--- config.mk ---
export PLATFORM = sky130hd
export DESIGN_NAME = mem_responder_flat
export DESIGN_NICKNAME = d
export VERILOG_FILES = /design/src/rtl/mem_pkg.sv /design/src/rtl/mem_responder_if.sv /design/src/rtl/ram_sp.sv /design/src/rtl/mem_responder.sv /design/src/flat_wrapper.sv
export SDC_FILE = /design/constraint.sdc
export NUM_CORES = 2
export LEC_CHECK = 0
export CAP_MARGIN = 20
export CORE_ASPECT_RATIO = 1.25
export CORE_MARGIN = 1.5
export CORE_UTILIZATION = 50
export CTS_CLUSTER_DIAMETER = 150
export DETAILED_ROUTE_END_ITERATION = 6
export DONT_BUFFER_PORTS = 1
export PLACE_DENSITY = 0.74
export RECOVER_POWER = 50
export SYNTH_ARGS = -nofsm -noshare
export SYNTH_HDL_FRONTEND = slang
export SYNTH_SLANG_ARGS = --single-unit
--- constraint.sdc ---
create_clock -name clk -period 6.45 [get_ports clk]
set_clock_uncertainty 0.2 [all_clocks]
set_input_delay 1.29 -clock clk [delete_from_list [all_inputs] [get_ports clk]]
set_output_delay 1.29 -clock clk [all_outputs]
set_load 0.02 [all_outputs]
--- src/rtl/mem_pkg.sv ---
// Shared memory-bus definitions used by the CPU and by mem_responder.
// Holds the command encoding and the default I/O register addresses.
package mem_pkg;

    // Memory command as issued by the CPU each cycle.
    typedef enum logic [1:0] {
        MNONE    = 2'b00,
        MREAD    = 2'b01,
        MWRITE   = 2'b10,
        MILLEGAL = 2'b11
    } mem_cmd_e;

    localparam int unsigned MEM_ADDR_W = 9;
    localparam int unsigned MEM_DATA_W = 16;

    // Default memory-mapped I/O register addresses (upper half of the map).
    localparam logic [MEM_ADDR_W-1:0] LED_ADDR_DEFAULT = 9'h100;
    localparam logic [MEM_ADDR_W-1:0] SW_ADDR_DEFAULT  = 9'h140;

endpackage

--- src/rtl/mem_responder_if.sv ---
// CPU <-> memory responder bus.
//   mem_cmd    : command (MNONE / MREAD / MWRITE / illegal)
//   mem_addr   : 9-bit word address
//   write_data : store data, sampled with MWRITE
//   read_data  : load data, valid one cycle after MREAD
//   read_valid : one-cycle pulse when read_data was updated
// master = CPU side, slave = responder side.
interface mem_responder_if;
    import mem_pkg::*;

    mem_cmd_e                mem_cmd;
    logic [MEM_ADDR_W-1:0]   mem_addr;
    logic [MEM_DATA_W-1:0]   write_data;
    logic [MEM_DATA_W-1:0]   read_data;
    logic                    read_valid;

    modport master (
        output mem_cmd,
        output mem_addr,
        output write_data,
        input  read_data,
        input  read_valid
    );

    modport slave (
        input  mem_cmd,
        input  mem_addr,
        input  write_data,
        output read_data,
        output read_valid
    );

endinterface

--- src/rtl/ram_sp.sv ---
// Single-port RAM, synchronous write, registered read (read-before-write).
// Ports:
//   clk  : clock
//   we   : write enable
//   addr : word address
//   din  : write data
//   dout : registered read data of mem[addr] from the previous edge
module ram_sp #(
    parameter int DEPTH = 256,
    parameter int AW    = 8,
    parameter int DW    = 16
) (
    input  logic          clk,
    input  logic          we,
    input  logic [AW-1:0] addr,
    input  logic [DW-1:0] din,
    output logic [DW-1:0] dout
);

    logic [DW-1:0] mem [DEPTH];

    // Contents are intentionally not reset so the array maps onto block RAM.
    always_ff @(posedge clk) begin
        if (we) begin
            mem[addr] <= din;
        end
        dout <= mem[addr];
    end

endmodule

--- src/rtl/mem_responder.sv ---
// Memory-side responder: decodes CPU commands and serves a 256x16 RAM,
// an LED output register and a synchronized switch input register.
// Ports:
//   clk, reset : clock and synchronous active-high reset
//   bus        : mem_responder_if slave (cmd/addr/wdata in, rdata/valid out)
//   sw         : asynchronous switch inputs
//   leds       : LED register
//   fault      : sticky illegal-access flag, cleared only by reset
module mem_responder
    import mem_pkg::*;
#(
    parameter int                    RAM_WORDS = 256,
    parameter logic [MEM_ADDR_W-1:0] LED_ADDR  = LED_ADDR_DEFAULT,
    parameter logic [MEM_ADDR_W-1:0] SW_ADDR   = SW_ADDR_DEFAULT
) (
    input  logic                clk,
    input  logic                reset,
    mem_responder_if.slave      bus,
    input  logic [7:0]          sw,
    output logic [7:0]          leds,
    output logic                fault
);

    // ---------------------------------------------------------------
    // Decode
    // ---------------------------------------------------------------
    logic                  is_read;
    logic                  is_write;
    logic                  hit_ram;
    logic                  hit_led;
    logic                  hit_sw;
    logic                  access_fault;
    logic                  ram_we;
    logic [MEM_DATA_W-1:0] io_rdata;
    logic [MEM_DATA_W-1:0] ram_dout;

    logic [7:0]            leds_reg;
    logic                  fault_reg;
    logic                  read_valid_reg;
    logic [MEM_DATA_W-1:0] hold_reg;
    logic                  sel_ram_reg;
    logic [7:0]            sw_meta_reg;
    logic [7:0]            sw_sync_reg;

    always_comb begin
        is_read  = (bus.mem_cmd == MREAD);
        is_write = (bus.mem_cmd == MWRITE);
        hit_ram  = ~bus.mem_addr[8];
        hit_led  = ~hit_ram && (bus.mem_addr == LED_ADDR);
        hit_sw   = ~hit_ram && (bus.mem_addr == SW_ADDR);

        // Illegal command, access to an unmapped address, or a store to
        // the read-only switch register.
        access_fault = (bus.mem_cmd == MILLEGAL)
                     || ((is_read || is_write) && !hit_ram && !hit_led && !hit_sw)
                     || (is_write && hit_sw);

        // Reset has priority: a store sampled during reset never lands.
        ram_we = is_write && hit_ram && !reset;

        io_rdata = '0;
        if (hit_led) begin
            io_rdata = {8'h00, leds_reg};
        end else if (hit_sw) begin
            io_rdata = {8'h00, sw_sync_reg};
        end
    end

    // ---------------------------------------------------------------
    // RAM
    // ---------------------------------------------------------------
    ram_sp #(
        .DEPTH (RAM_WORDS),
        .AW    (8),
        .DW    (MEM_DATA_W)
    ) u_ram (
        .clk  (clk),
        .we   (ram_we),
        .addr (bus.mem_addr[7:0]),
        .din  (bus.write_data),
        .dout (ram_dout)
    );

    // ---------------------------------------------------------------
    // Switch synchronizer, two flops per bit
    // ---------------------------------------------------------------
    generate
        for (genvar gi = 0; gi < 8; gi++) begin : g_sw_sync
            always_ff @(posedge clk) begin
                if (reset) begin
                    sw_meta_reg[gi] <= 1'b0;
                    sw_sync_reg[gi] <= 1'b0;
                end else begin
                    sw_meta_reg[gi] <= sw[gi];
                    sw_sync_reg[gi] <= sw_meta_reg[gi];
                end
            end
        end
    endgenerate

    // ---------------------------------------------------------------
    // Output mux, LED register, fault flag
    // ---------------------------------------------------------------
    // The RAM output register re-reads mem[addr] every edge, so it is only
    // presented on read_data for the cycle right after a RAM read. On the
    // following edge its value is copied into hold_reg, which keeps
    // read_data stable until the next MREAD. I/O reads go straight into
    // hold_reg since their value is known at the sampling edge.
    always_ff @(posedge clk) begin
        if (reset) begin
            read_valid_reg <= 1'b0;
            hold_reg       <= '0;
            sel_ram_reg    <= 1'b0;
            leds_reg       <= 8'h00;
            fault_reg      <= 1'b0;
        end else begin
            read_valid_reg <= is_read;

            if (access_fault) begin
                fault_reg <= 1'b1;
            end

            if (is_write && hit_led) begin
                leds_reg <= bus.write_data[7:0];
            end

            if (is_read) begin
                if (hit_ram) begin
                    sel_ram_reg <= 1'b1;
                end else begin
                    sel_ram_reg <= 1'b0;
                    hold_reg    <= io_rdata;
                end
            end else if (sel_ram_reg) begin
                sel_ram_reg <= 1'b0;
                hold_reg    <= ram_dout;
            end
        end
    end

    assign bus.read_data  = sel_ram_reg ? ram_dout : hold_reg;
    assign bus.read_valid = read_valid_reg;
    assign leds           = leds_reg;
    assign fault          = fault_reg;

endmodule

--- src/flat_wrapper.sv ---
// flat-port wrapper written by rule: the top's interface ports become plain ports
module mem_responder_flat import mem_pkg::*;
#(
    parameter int                    RAM_WORDS = 256,
    parameter logic [MEM_ADDR_W-1:0] LED_ADDR  = LED_ADDR_DEFAULT,
    parameter logic [MEM_ADDR_W-1:0] SW_ADDR   = SW_ADDR_DEFAULT
)
  (clk, reset, sw, leds, fault, bus_mem_cmd, bus_mem_addr, bus_write_data, bus_read_data, bus_read_valid);
  mem_responder_if bus_i ();
  input  logic clk;
  input  logic reset;
  input  logic [7:0] sw;
  output logic [7:0] leds;
  output logic fault;
  input wire logic [$bits(bus_i.mem_cmd)-1:0] bus_mem_cmd;
  input wire logic [$bits(bus_i.mem_addr)-1:0] bus_mem_addr;
  input wire logic [$bits(bus_i.write_data)-1:0] bus_write_data;
  output wire logic [$bits(bus_i.read_data)-1:0] bus_read_data;
  output wire logic [$bits(bus_i.read_valid)-1:0] bus_read_valid;
  assign bus_i.mem_cmd = bus_mem_cmd;
  assign bus_i.mem_addr = bus_mem_addr;
  assign bus_i.write_data = bus_write_data;
  assign bus_read_data = bus_i.read_data;
  assign bus_read_valid = bus_i.read_valid;
  mem_responder #(.RAM_WORDS(RAM_WORDS), .LED_ADDR(LED_ADDR), .SW_ADDR(SW_ADDR)) u_core (.clk(clk), .reset(reset), .bus(bus_i), .sw(sw), .leds(leds), .fault(fault));
endmodule
==> results.md <==
* WL/cell at 33.2 µm
* Crit path max fanout at between 150 and 200
* Total nets after synthesis at 6,909
* Share of cells above drive strength 1 at a little over a quarter
* Clock-pin transition on the worst setup and hold timing paths at 70 ps
* Maximum level of the CTS H-tree at 5
* Initial DRC count at 10,800
* Average cell area after synthesis at around 23 µm²
* Antenna violation net count after detailed routing at 0
* Count of different cell masters after synthesis at 32
* Initial cell density of the core at slightly above 50%
* CTS tree: yes
* Number of placed cells counting well taps at 11,000
* Primary FF master, synth: sky130_fd_sc_hd__edfxtp_1
* Post-CTS resize count at 0
* Combined area of all synthesized cells at ~160,000 µm²
* Proportion of synthesized flip-flops having asynchronous set or reset at 0%
* First-pass GRT wire length at 555 mm
* Max IR drop VDD at approximately 0.00021 V
* Total number of vias at approximately 76,000
* Cts bufs inserted at 358
* Width of the chip at approximately 500 µm
* Std-Cell Core Area at between 300,000 and 400,000 µm²
* Violated checks: capacitance limit, slew limit
* Final number of setup-violating endpoints at 0
* Count of state elements after synthesis at 4,155
* Sort of element at the end of the critical path: flop
* TritonCTS Sinks at 4,155
* Setup_tns at 0 ps
* Count of pins on the block boundary at 63
* Die area at approximately 320,000 µm²
* Sequential element share of the synthesized area at between 70 and 80%
* Type of the worst setup path: primary input to flop
* Clk_lat worst skew at roughly 900 ps
* Setup repair after global routing missed its margin: no
* Setup Buffers After CTS at 0
* Fin crit share at a little over four fifths
* Tmin final at 5450 ps
* Count of final hold-check violations at 0
* Hold buffer count at cts at 0
* RD Place Congestion at ~0.85
* Critical Path Source: bus_mem_addr[1]
* Number of iterations in the first detailed-routing pass at 6
* Layout overhead on the synthesized area at 11.8%
* DRC at 0
* Static leakage power at roughly 0.054 µW
* Setup crit start kind: primary input
* Initial antenna violation count at 17
* Max Fclk at approximately 180 MHz
* Quantity of I/O buffers inserted on ports at 0
* Instance count of the mapped netlist at between 6,000 and 7,000
* Net count of the finished layout at slightly above 7,000
* Slew @ Worst Pin at 2140 ps
* GRT Residual Overflow at 0
* Global-route total usage across every layer at about a quarter
* Class of the tightest hold or removal check: flop to flop
* Arrival time at the worst endpoint at roughly 6000 ps
* Std cell rows at roughly 230
* Non-filler cells in the finished layout at between 10,000 and 15,000
* Hold Crit Start: u_core.sw_meta_reg[4]$_SDFF_PP0_
* Number of violations of the max-capacitance limit at 1
* Half-perimeter wire length after placement at 208 mm
* Status: finished with violations
* Pin count of the biggest net entering global routing at 1,031
* PD cells at between 300 and 400 nW/µm²
* Required arrival time at the worst endpoint at approximately 7000 ps
* Buffer cell driving the clock tree root: sky130_fd_sc_hd__clkbuf_16
* Number of enable-type register cells in the synthesized netlist at 4,096
* Detailed-route wire length at 388 mm
* Vias in the first global route at approximately 76,000
* Worst slew margin at -42.9%
* Largest register FFs at ~4,100
* Number of max-slew violations in the final report at between 300 and 400
* Post-DR vias/cell at 6.51
* Yosys synthesis warning count at 0
* Vertical die dimension at between 600 and 700 µm
* Beginning of the worst register-to-register path: u_core.u_ram.mem[107][15]$_DFFE_PP_
* Maximum clock path buffer count at 4
-- where the power goes --
part / switching, µW / internal [µW]
sequential: 81.8 / 29700
combinational: 1040 / 779
clock: 9360 / 11700
total: 10500 / 42100
-- cell type report --
class / count / area [µm²]
multi-input cells: 2286 / 31100
flip-flops and latches: 4155 / 124000
clock inverters: 177 / 1580
inverters: 3 / 11.3
diodes: 11 / 27.5
fillers: 21800 / 136000
clock buffers: 457 / 9630
well taps: 4158 / 5200
repair buffers: 430 / 3570
-- layer usage --
layer  share of wire [%]  global-route usage, %
met1                  35                   31.8
met2                  49                   38.8
met3                 9.8                   4.70
met4                 5.8                   12.3
met5               0.030                      0
-- cell usage in the layout (no fill, tap or decap), types with 11 or more instances in the layout --
cell type | synthesis | routed
sky130_fd_sc_hd__buf_4 | 24 | 407
sky130_fd_sc_hd__a22oi_1 | 513 | 513
sky130_fd_sc_hd__clkinv_1 | 0 | 66
sky130_fd_sc_hd__mux2_2 | 16 | 16
sky130_fd_sc_hd__nor2_1 | 270 | 268
sky130_fd_sc_hd__clkbuf_16 | 0 | 368
sky130_fd_sc_hd__clkbuf_1 | 258 | 81
sky130_fd_sc_hd__bufinv_16 | 0 | 28
sky130_fd_sc_hd__nand3_1 | 12 | 12
sky130_fd_sc_hd__nand2_1 | 39 | 22
sky130_fd_sc_hd__dfxtp_1 | 59 | 59
sky130_fd_sc_hd__mux4_2 | 1024 | 1024
sky130_fd_sc_hd__a21oi_1 | 266 | 266
sky130_fd_sc_hd__buf_16 | 0 | 12
sky130_fd_sc_hd__diode_2 | 0 | 11
sky130_fd_sc_hd__o41ai_1 | 64 | 40
sky130_fd_sc_hd__clkinv_2 | 0 | 61
sky130_fd_sc_hd__nor2b_1 | 23 | 18
sky130_fd_sc_hd__o41ai_2 | 0 | 24
sky130_fd_sc_hd__nand2_2 | 0 | 16
sky130_fd_sc_hd__edfxtp_1 | 4096 | 4096
sky130_fd_sc_hd__nand4_1 | 16 | 16
-- cells in the mapped netlist, types with 12 or more instances --
master | n | area share, %
sky130_fd_sc_hd__buf_2 | 83 | 0.26
sky130_fd_sc_hd__a22oi_1 | 513 | 2.5
sky130_fd_sc_hd__o41ai_1 | 64 | 0.36
sky130_fd_sc_hd__clkbuf_1 | 258 | 0.62
sky130_fd_sc_hd__buf_4 | 24 | 0.11
sky130_fd_sc_hd__nor2b_1 | 23 | 0.092
sky130_fd_sc_hd__nand2_1 | 39 | 0.093
sky130_fd_sc_hd__nand3_1 | 12 | 0.038
sky130_fd_sc_hd__mux2_2 | 16 | 0.11
sky130_fd_sc_hd__dfxtp_1 | 59 | 0.75
sky130_fd_sc_hd__a21oi_1 | 266 | 0.85
sky130_fd_sc_hd__nor2_1 | 270 | 0.65
sky130_fd_sc_hd__edfxtp_1 | 4096 | 78
sky130_fd_sc_hd__nand4_1 | 16 | 0.064
sky130_fd_sc_hd__buf_1 | 53 | 0.13
sky130_fd_sc_hd__mux4_2 | 1024 | 15
-- metrics by stage --
stage               utilization, %  setup WS (ps)  cell area, µm²  power (µW)  hold WS [ps]
finish                        56.2           1000          175000       52600           241
global route                  56.2            932          175000       53800           239
CTS                           56.2           1330          175000       52600           211
detailed placement            52.6            396          164000       32000           223
global placement              52.6            356          164000       32000           235
floorplan                        -           2420          157000       31500           214
-- path summary, 6_finish.rpt --
check / to / slack [ps] / depth (start not counted)
hold reg to reg: u_core.sw_sync_reg[4]$_SDFF_PP0_ / 240 / 1
hold / removal: u_core.sw_sync_reg[4]$_SDFF_PP0_ / 240 / 1
setup reg to reg: u_core.u_ram.dout[15]$_DFF_P_ / 3100 / 6
setup / recovery: u_core.u_ram.dout[8]$_DFF_P_ / 1000 / 9
-- kinds of logic after synthesis --
group                      Yosys count  synth area share, %
and+or+nand+nor                    375                 1.01
adders and majority gates            3               0.0239
DFF                               4155                 79.2
buffers and inverters              428                 1.18
muxes                             1040                 14.8
AOI/OAI and AO/OA                  868                 3.80
-- critical path, cell delays in order --
cell	delay [ps]
sky130_fd_sc_hd__buf_16	490
sky130_fd_sc_hd__buf_16	650
sky130_fd_sc_hd__buf_16	680
sky130_fd_sc_hd__mux4_2	430
sky130_fd_sc_hd__a22oi_1	360
sky130_fd_sc_hd__a21oi_1	250
sky130_fd_sc_hd__o41ai_1	960
sky130_fd_sc_hd__buf_4	300
sky130_fd_sc_hd__nand4_1	110
Note: power is estimated with default switching activity, not from simulation.
